File: config.mk
export PLATFORM = sky130hd
export DESIGN_NAME = fft_stage_sequencer
export DESIGN_NICKNAME = d
export VERILOG_FILES = /design/src/rtl/fft_stage_sequencer.sv
export SDC_FILE = /design/constraint.sdc
export NUM_CORES = 1
export LEC_CHECK = 0
export BUFFER_PORTS_ARGS = -buffer_cell sky130_fd_sc_hd__buf_2
export CORE_MARGIN = 2
export CORE_UTILIZATION = 50
export DETAILED_ROUTE_END_ITERATION = 10
export PLACE_DENSITY = 0.71
export SYNTH_ARGS = -nofsm -noshare
export SYNTH_HDL_FRONTEND = slang
export SYNTH_SLANG_ARGS = --single-unit
File: constraint.sdc
create_clock -name clk -period 3.8 [get_ports clk]
set_input_delay 0.76 -clock clk [delete_from_list [all_inputs] [get_ports clk]]
set_output_delay 0.76 -clock clk [all_outputs]
set_load 0.02 [all_outputs]
File: src/rtl/fft_stage_sequencer.sv
// Scheduler for an in-place radix-2 DIT FFT: load, log2(N) butterfly stages, then readout.
// Requests are registered (start->load_en 1 cycle, load_done->issue 1 cycle); issue stalls on issue_ready and the writeback window.
module fft_stage_sequencer #(
   parameter int N             = 32,
   parameter int address_width = $clog2(N),
   parameter int max_inflight  = 8
) (
   input  logic                               clk,
   input  logic                               reset_n,
   input  logic                               start,
   output logic                               busy,
   output logic                               done,
   output logic                               load_en,
   input  logic                               load_done,
   output logic                               issue_valid,
   input  logic                               issue_ready,
   output logic [address_width-1:0]           addr_a,
   output logic [address_width-1:0]           addr_b,
   output logic [address_width-2:0]           tw_addr,
   output logic [$clog2(address_width)-1:0]   stage,
   input  logic                               wb_ack,
   output logic                               out_en,
   input  logic                               out_busy,
   output logic                               err
);
   localparam int L  = address_width;
   localparam int BW = L - 1;
   localparam int SW = $clog2(L);
   localparam int IW = $clog2(max_inflight + 1);

   localparam logic [2:0] S_IDLE   = 3'd0;
   localparam logic [2:0] S_LOAD   = 3'd1;
   localparam logic [2:0] S_ISSUE  = 3'd2;
   localparam logic [2:0] S_DRAIN  = 3'd3;
   localparam logic [2:0] S_OUTPUT = 3'd4;
   localparam logic [2:0] S_DONE   = 3'd5;

   localparam logic [IW-1:0] MAX_INF = IW'(max_inflight);
   localparam logic [BW-1:0] LAST_B  = {BW{1'b1}};
   localparam logic [SW-1:0] LAST_S  = SW'(L - 1);

   // Upper leg: insert a zero at bit s of the butterfly index.
   function automatic logic [L-1:0] calc_a(input logic [BW-1:0] b, input logic [SW-1:0] s);
      logic [L-1:0] be;
      logic [L-1:0] span;
      int           sh;
      sh     = int'(s);
      be     = {1'b0, b};
      span   = L'(1) << sh;
      calc_a = ((be >> sh) << (sh + 1)) | (be & (span - L'(1)));
   endfunction

   function automatic logic [BW-1:0] calc_tw(input logic [BW-1:0] b, input logic [SW-1:0] s);
      logic [BW-1:0] mask;
      int            sh;
      sh      = int'(s);
      mask    = ~({BW{1'b1}} << sh);
      calc_tw = (b & mask) << (BW - sh);
   endfunction

   logic [2:0]    state_q, state_d;
   logic [BW-1:0] b_q, b_d;
   logic [SW-1:0] stage_q, stage_d;
   logic [IW-1:0] inflight_q, inflight_d;
   logic          issue_valid_q, issue_valid_d;
   logic [L-1:0]  addr_a_q, addr_a_d;
   logic [L-1:0]  addr_b_q, addr_b_d;
   logic [BW-1:0] tw_q, tw_d;
   logic          seen_busy_q, seen_busy_d;
   logic          err_q, err_d;
   logic          hs;

   assign hs = issue_valid_q & issue_ready;

   always_comb begin
      inflight_d = inflight_q;
      if (hs && !wb_ack) begin
         inflight_d = inflight_q + IW'(1);
      end else if (!hs && wb_ack && inflight_q != '0) begin
         inflight_d = inflight_q - IW'(1);
      end
      err_d = err_q | (wb_ack && inflight_q == '0);
   end

   always_comb begin
      state_d     = state_q;
      b_d         = b_q;
      stage_d     = stage_q;
      seen_busy_d = seen_busy_q;
      case (state_q)
         S_IDLE: begin
            seen_busy_d = 1'b0;
            if (start) begin
               state_d = S_LOAD;
               stage_d = '0;
               b_d     = '0;
            end
         end
         S_LOAD: begin
            if (load_done) begin
               state_d = S_ISSUE;
               stage_d = '0;
               b_d     = '0;
            end
         end
         S_ISSUE: begin
            if (hs) begin
               if (b_q == LAST_B) begin
                  state_d = S_DRAIN;
               end else begin
                  b_d = b_q + BW'(1);
               end
            end
         end
         S_DRAIN: begin
            // Next stage reads what this stage wrote, so every writeback must land first.
            if (inflight_q == '0) begin
               if (stage_q != LAST_S) begin
                  stage_d = stage_q + SW'(1);
                  b_d     = '0;
                  state_d = S_ISSUE;
               end else begin
                  state_d = S_OUTPUT;
               end
            end
         end
         S_OUTPUT: begin
            if (out_busy) begin
               seen_busy_d = 1'b1;
            end else if (seen_busy_q) begin
               seen_busy_d = 1'b0;
               state_d     = S_DONE;
            end
         end
         S_DONE: begin
            state_d = S_IDLE;
         end
         default: begin
            state_d = S_IDLE;
         end
      endcase
   end

   always_comb begin
      issue_valid_d = (state_d == S_ISSUE) && (inflight_d != MAX_INF);
      addr_a_d      = addr_a_q;
      addr_b_d      = addr_b_q;
      tw_d          = tw_q;
      if (state_d == S_ISSUE) begin
         addr_a_d = calc_a(b_d, stage_d);
         addr_b_d = calc_a(b_d, stage_d) | (L'(1) << int'(stage_d));
         tw_d     = calc_tw(b_d, stage_d);
      end
   end

   always_ff @(posedge clk) begin
      if (!reset_n) begin
         state_q       <= S_IDLE;
         b_q           <= '0;
         stage_q       <= '0;
         inflight_q    <= '0;
         issue_valid_q <= 1'b0;
         addr_a_q      <= '0;
         addr_b_q      <= '0;
         tw_q          <= '0;
         seen_busy_q   <= 1'b0;
         err_q         <= 1'b0;
      end else begin
         state_q       <= state_d;
         b_q           <= b_d;
         stage_q       <= stage_d;
         inflight_q    <= inflight_d;
         issue_valid_q <= issue_valid_d;
         addr_a_q      <= addr_a_d;
         addr_b_q      <= addr_b_d;
         tw_q          <= tw_d;
         seen_busy_q   <= seen_busy_d;
         err_q         <= err_d;
      end
   end

   assign busy        = (state_q != S_IDLE);
   assign done        = (state_q == S_DONE);
   assign load_en     = (state_q == S_LOAD);
   assign out_en      = (state_q == S_OUTPUT);
   assign issue_valid = issue_valid_q;
   assign addr_a      = addr_a_q;
   assign addr_b      = addr_b_q;
   assign tw_addr     = tw_q;
   assign stage       = stage_q;
   assign err         = err_q;

endmodule

==> impl_metrics.json <==
{
  "fp.dieW_um": 70.1,
  "grt_pass1_wl_um": 8340,
  "synth-xor-area-share": 0.0240,
  "dp.final_hpwl_um": 3460,
  "hold_viol": 0,
  "wl_um": 4870,
  "ys.flop_type": "dfxtp_1",
  "cts_setup_buffers": 0,
  "crit_top_cell": "ha_1",
  "place_congestion": 0.846,
  "synth_warnings": 0,
  "synth_edf_count": 0,
  "final_core_util": 0.561,
  "avgRoutedWirePerCell_um": 14.5,
  "path_cells": "inv_1 -> ha_1 -> or3b_1 -> a221oi_4 -> o21ai_4 -> clkinv_2 -> ha_1 -> or3_1 -> nand4_1 -> a21oi_1 -> o31a_1",
  "yosys.area.top_type_share": 0.284,
  "critPathCaptureType": "register",
  "internal_power_mw": 0.646,
  "synth_area_um2": 2190,
  "cp.arrival_ns": 3.50,
  "holdWs_ns": 0.451,
  "h-tree-depth": 2,
  "drt-initial-drc-count": 139,
  "synth.distinct_cells": 60,
  "drive_gt1_frac": 0.194,
  "diodes": 0,
  "clockBufferDepth": 2,
  "synthTopCellsByCount": "dfxtp_1, nand2_1, nand3_1",
  "dr.pass1.iters": 4,
  "timing.final.crit_share": 0.876,
  "use_met3": 0.0447,
  "ys_top_cells_by_area": "dfxtp_1, ha_1, nand3_1",
  "placed_area_um2": 2320,
  "synth_top_family_by_area": "simple AND/OR/NAND/NOR gates",
  "leakage_nw": 0.981,
  "slew_headroom": 0.583,
  "die_y_um": 70.1,
  "grt.busiest_layer": "met2",
  "synthAdderAreaFrac": 0.0801,
  "fillers": 417,
  "drtAntennaViolNets": 0,
  "worst_pin_slew_ns": 0.620,
  "async_flop_share": 0,
  "cp-start-kind": "register",
  "p_switching_mw": 0.375,
  "sequentialPowerShare": 0.381,
  "report.final.slew_viol_count": 0,
  "synth_mux_area_frac": 0.00916,
  "p_total_mw": 1.02,
  "synth_compound_area_frac": 0.263,
  "worstPathMaxFanout": 15,
  "path_class": "register to register",
  "yosys.area_share.simple": 0.267,
  "grt.total_usage": 0.207,
  "gr-usage-met1": 0.288,
  "avgViaCountPerCell": 5.97,
  "initial_core_util": 0.509,
  "root_buffer": "clkbuf_8",
  "hold_path_class": "register to register",
  "ir_drop_mv": 0.201,
  "syn_avg_cell_area_um2": 8.41,
  "core_um2": 4290,
  "numCtsBuffers": 5,
  "holdBufCountCts": 0,
  "num_io_pins": 30,
  "overflow": 0,
  "grt_setup_unrepaired": "false",
  "fmax_ghz": 0.300,
  "antenna_found_initial": 0,
  "cpMaxStageDelayCell": "ha_1",
  "synth_seq_cells": 31,
  "synthToLayoutAreaGrowth_pct": 10.2,
  "period_minus_slack_ns": 3.33,
  "tritoncts": "yes",
  "clock-sinks": 31,
  "grt.met2_usage": 0.321,
  "yosysSeqAreaShare": 0.284,
  "power_density_nw_per_um2": 424,
  "syn_inst": 260,
  "clk_latency_ns": 0.28,
  "grt_pass1_vias": 1738,
  "synth_nets": 281,
  "core.rowCount": 24,
  "switching_share": 0.367,
  "skew_ns": 0.00697,
  "clk_pin_slew_ns": 0.07,
  "cap_violations": 0,
  "numPortBuffers": 29,
  "finalSetupViolations": 0,
  "tns_ns": 0,
  "max_stage_delay_ns": 0.51,
  "cts_resized": 0,
  "postLayoutCellArea_um2": 2410,
  "route.detailed.drc": 0,
  "dr_total_vias": 1999,
  "p_comb_frac": 0.362,
  "synth_most_common_cell": "dfxtp_1",
  "cp_data_required_time_ns": 3.97,
  "die_area_um2": 4920,
  "status": "finished, final reports clean",
  "yosys.area.top_type": "dfxtp_1",
  "layout.nets": 304,
  "clkPwrFrac": 0.258,
  "grt_max_degree": 21
}
[critical path: cells and delay by family, from the launching register on]
family	cells	cell delay (ns)
buffers and inverters	2	0.36
adder cells (fa/ha/maj)	2	0.70
flip-flops	1	0.40
AO/OA/AOI/OAI	4	0.83
AND/OR/NAND/NOR	3	0.92
[cells in the final DEF, fill, tap and decap left out, types with 3 or more instances in the layout]
| cell type | netlist | final |
|---|---|---|
| nand2_1 | 18 | 18 |
| and3b_1 | 3 | 3 |
| o21ai_1 | 4 | 4 |
| a21oi_1 | 12 | 12 |
| o221a_1 | 5 | 5 |
| nor3b_1 | 5 | 5 |
| inv_1 | 9 | 9 |
| nand4_1 | 7 | 7 |
| a31oi_1 | 12 | 12 |
| xnor2_1 | 5 | 5 |
| ha_1 | 14 | 14 |
| buf_4 | 3 | 5 |
| nand2b_1 | 5 | 5 |
| nor2_1 | 15 | 15 |
| or3_1 | 4 | 4 |
| dfxtp_1 | 31 | 31 |
| o21ai_0 | 9 | 9 |
| o211ai_1 | 4 | 4 |
| nor3_1 | 5 | 5 |
| buf_2 | 3 | 29 |
| and2_1 | 10 | 10 |
| clkbuf_8 | 0 | 6 |
| nand3_1 | 16 | 16 |
[through the flow]
| step | instances | setup slack (ns) |
|---|---|---|
| floorplan | 260 | 0.794 |
| global placement | 328 | 0.490 |
| detailed placement | 328 | 0.454 |
| CTS | 335 | 0.486 |
| global route | 335 | 0.166 |
| finish | 335 | 0.470 |
[routing by layer]
layer  vias up  share of wire
li1       1011              -
met1       938           0.49
met2        44           0.46
met3         6          0.036
met4         0          0.012
met5         -              0
[flip-flops by register name, summed over array words and instances (netlist names)]
register and count:
tw_addr 4, err 1, addr_a 5, state_q 3
addr_b 5, inflight_q 4, seen_busy_q 1, b_q 4
issue_valid 1, stage 3
[path summary, 6_finish.rpt]
check | from | to | slack, ns | depth (start not counted)
max | inflight_q[1] | addr_b[3] | 0.47 | 11
min | tw_addr[3] | tw_addr[3] | 0.45 | 2
max reg2reg | inflight_q[1] | addr_b[3] | 0.47 | 11
min reg2reg | tw_addr[3] | tw_addr[3] | 0.45 | 2
[cell type report]
class                   instances  area [um2]  share of cell area
clock buffers                   6        82.6              0.0343
inverters                      12        46.3              0.0192
clock inverters                 1        5.00             0.00208
repair buffers                 34         183              0.0758
well taps                      52        65.1              0.0270
flip-flops and latches         31         621               0.258
multi-input cells             199        1410               0.584
[power by group through the flow]
stage / Combinational (mW) / Sequential [mW] / Clock, mW
after global routing: 0.410 / 0.397 / 0.283
after CTS: 0.368 / 0.390 / 0.269
after global placement: 0.364 / 0.396 / 0
after detailed placement: 0.365 / 0.397 / 0
after floorplan: 0.283 / 0.406 / 0
final: 0.369 / 0.389 / 0.263
[logic make-up after synthesis]
kind of cell | after synthesis
AND/OR/NAND/NOR | 104
AO/OA/AOI/OAI | 73
flip-flops | 31
buffers and inverters | 30
adder cells (fa/ha/maj) | 14
XOR/XNOR | 6
multiplexers | 2
Note: power is estimated with default switching activity, not from simulation.
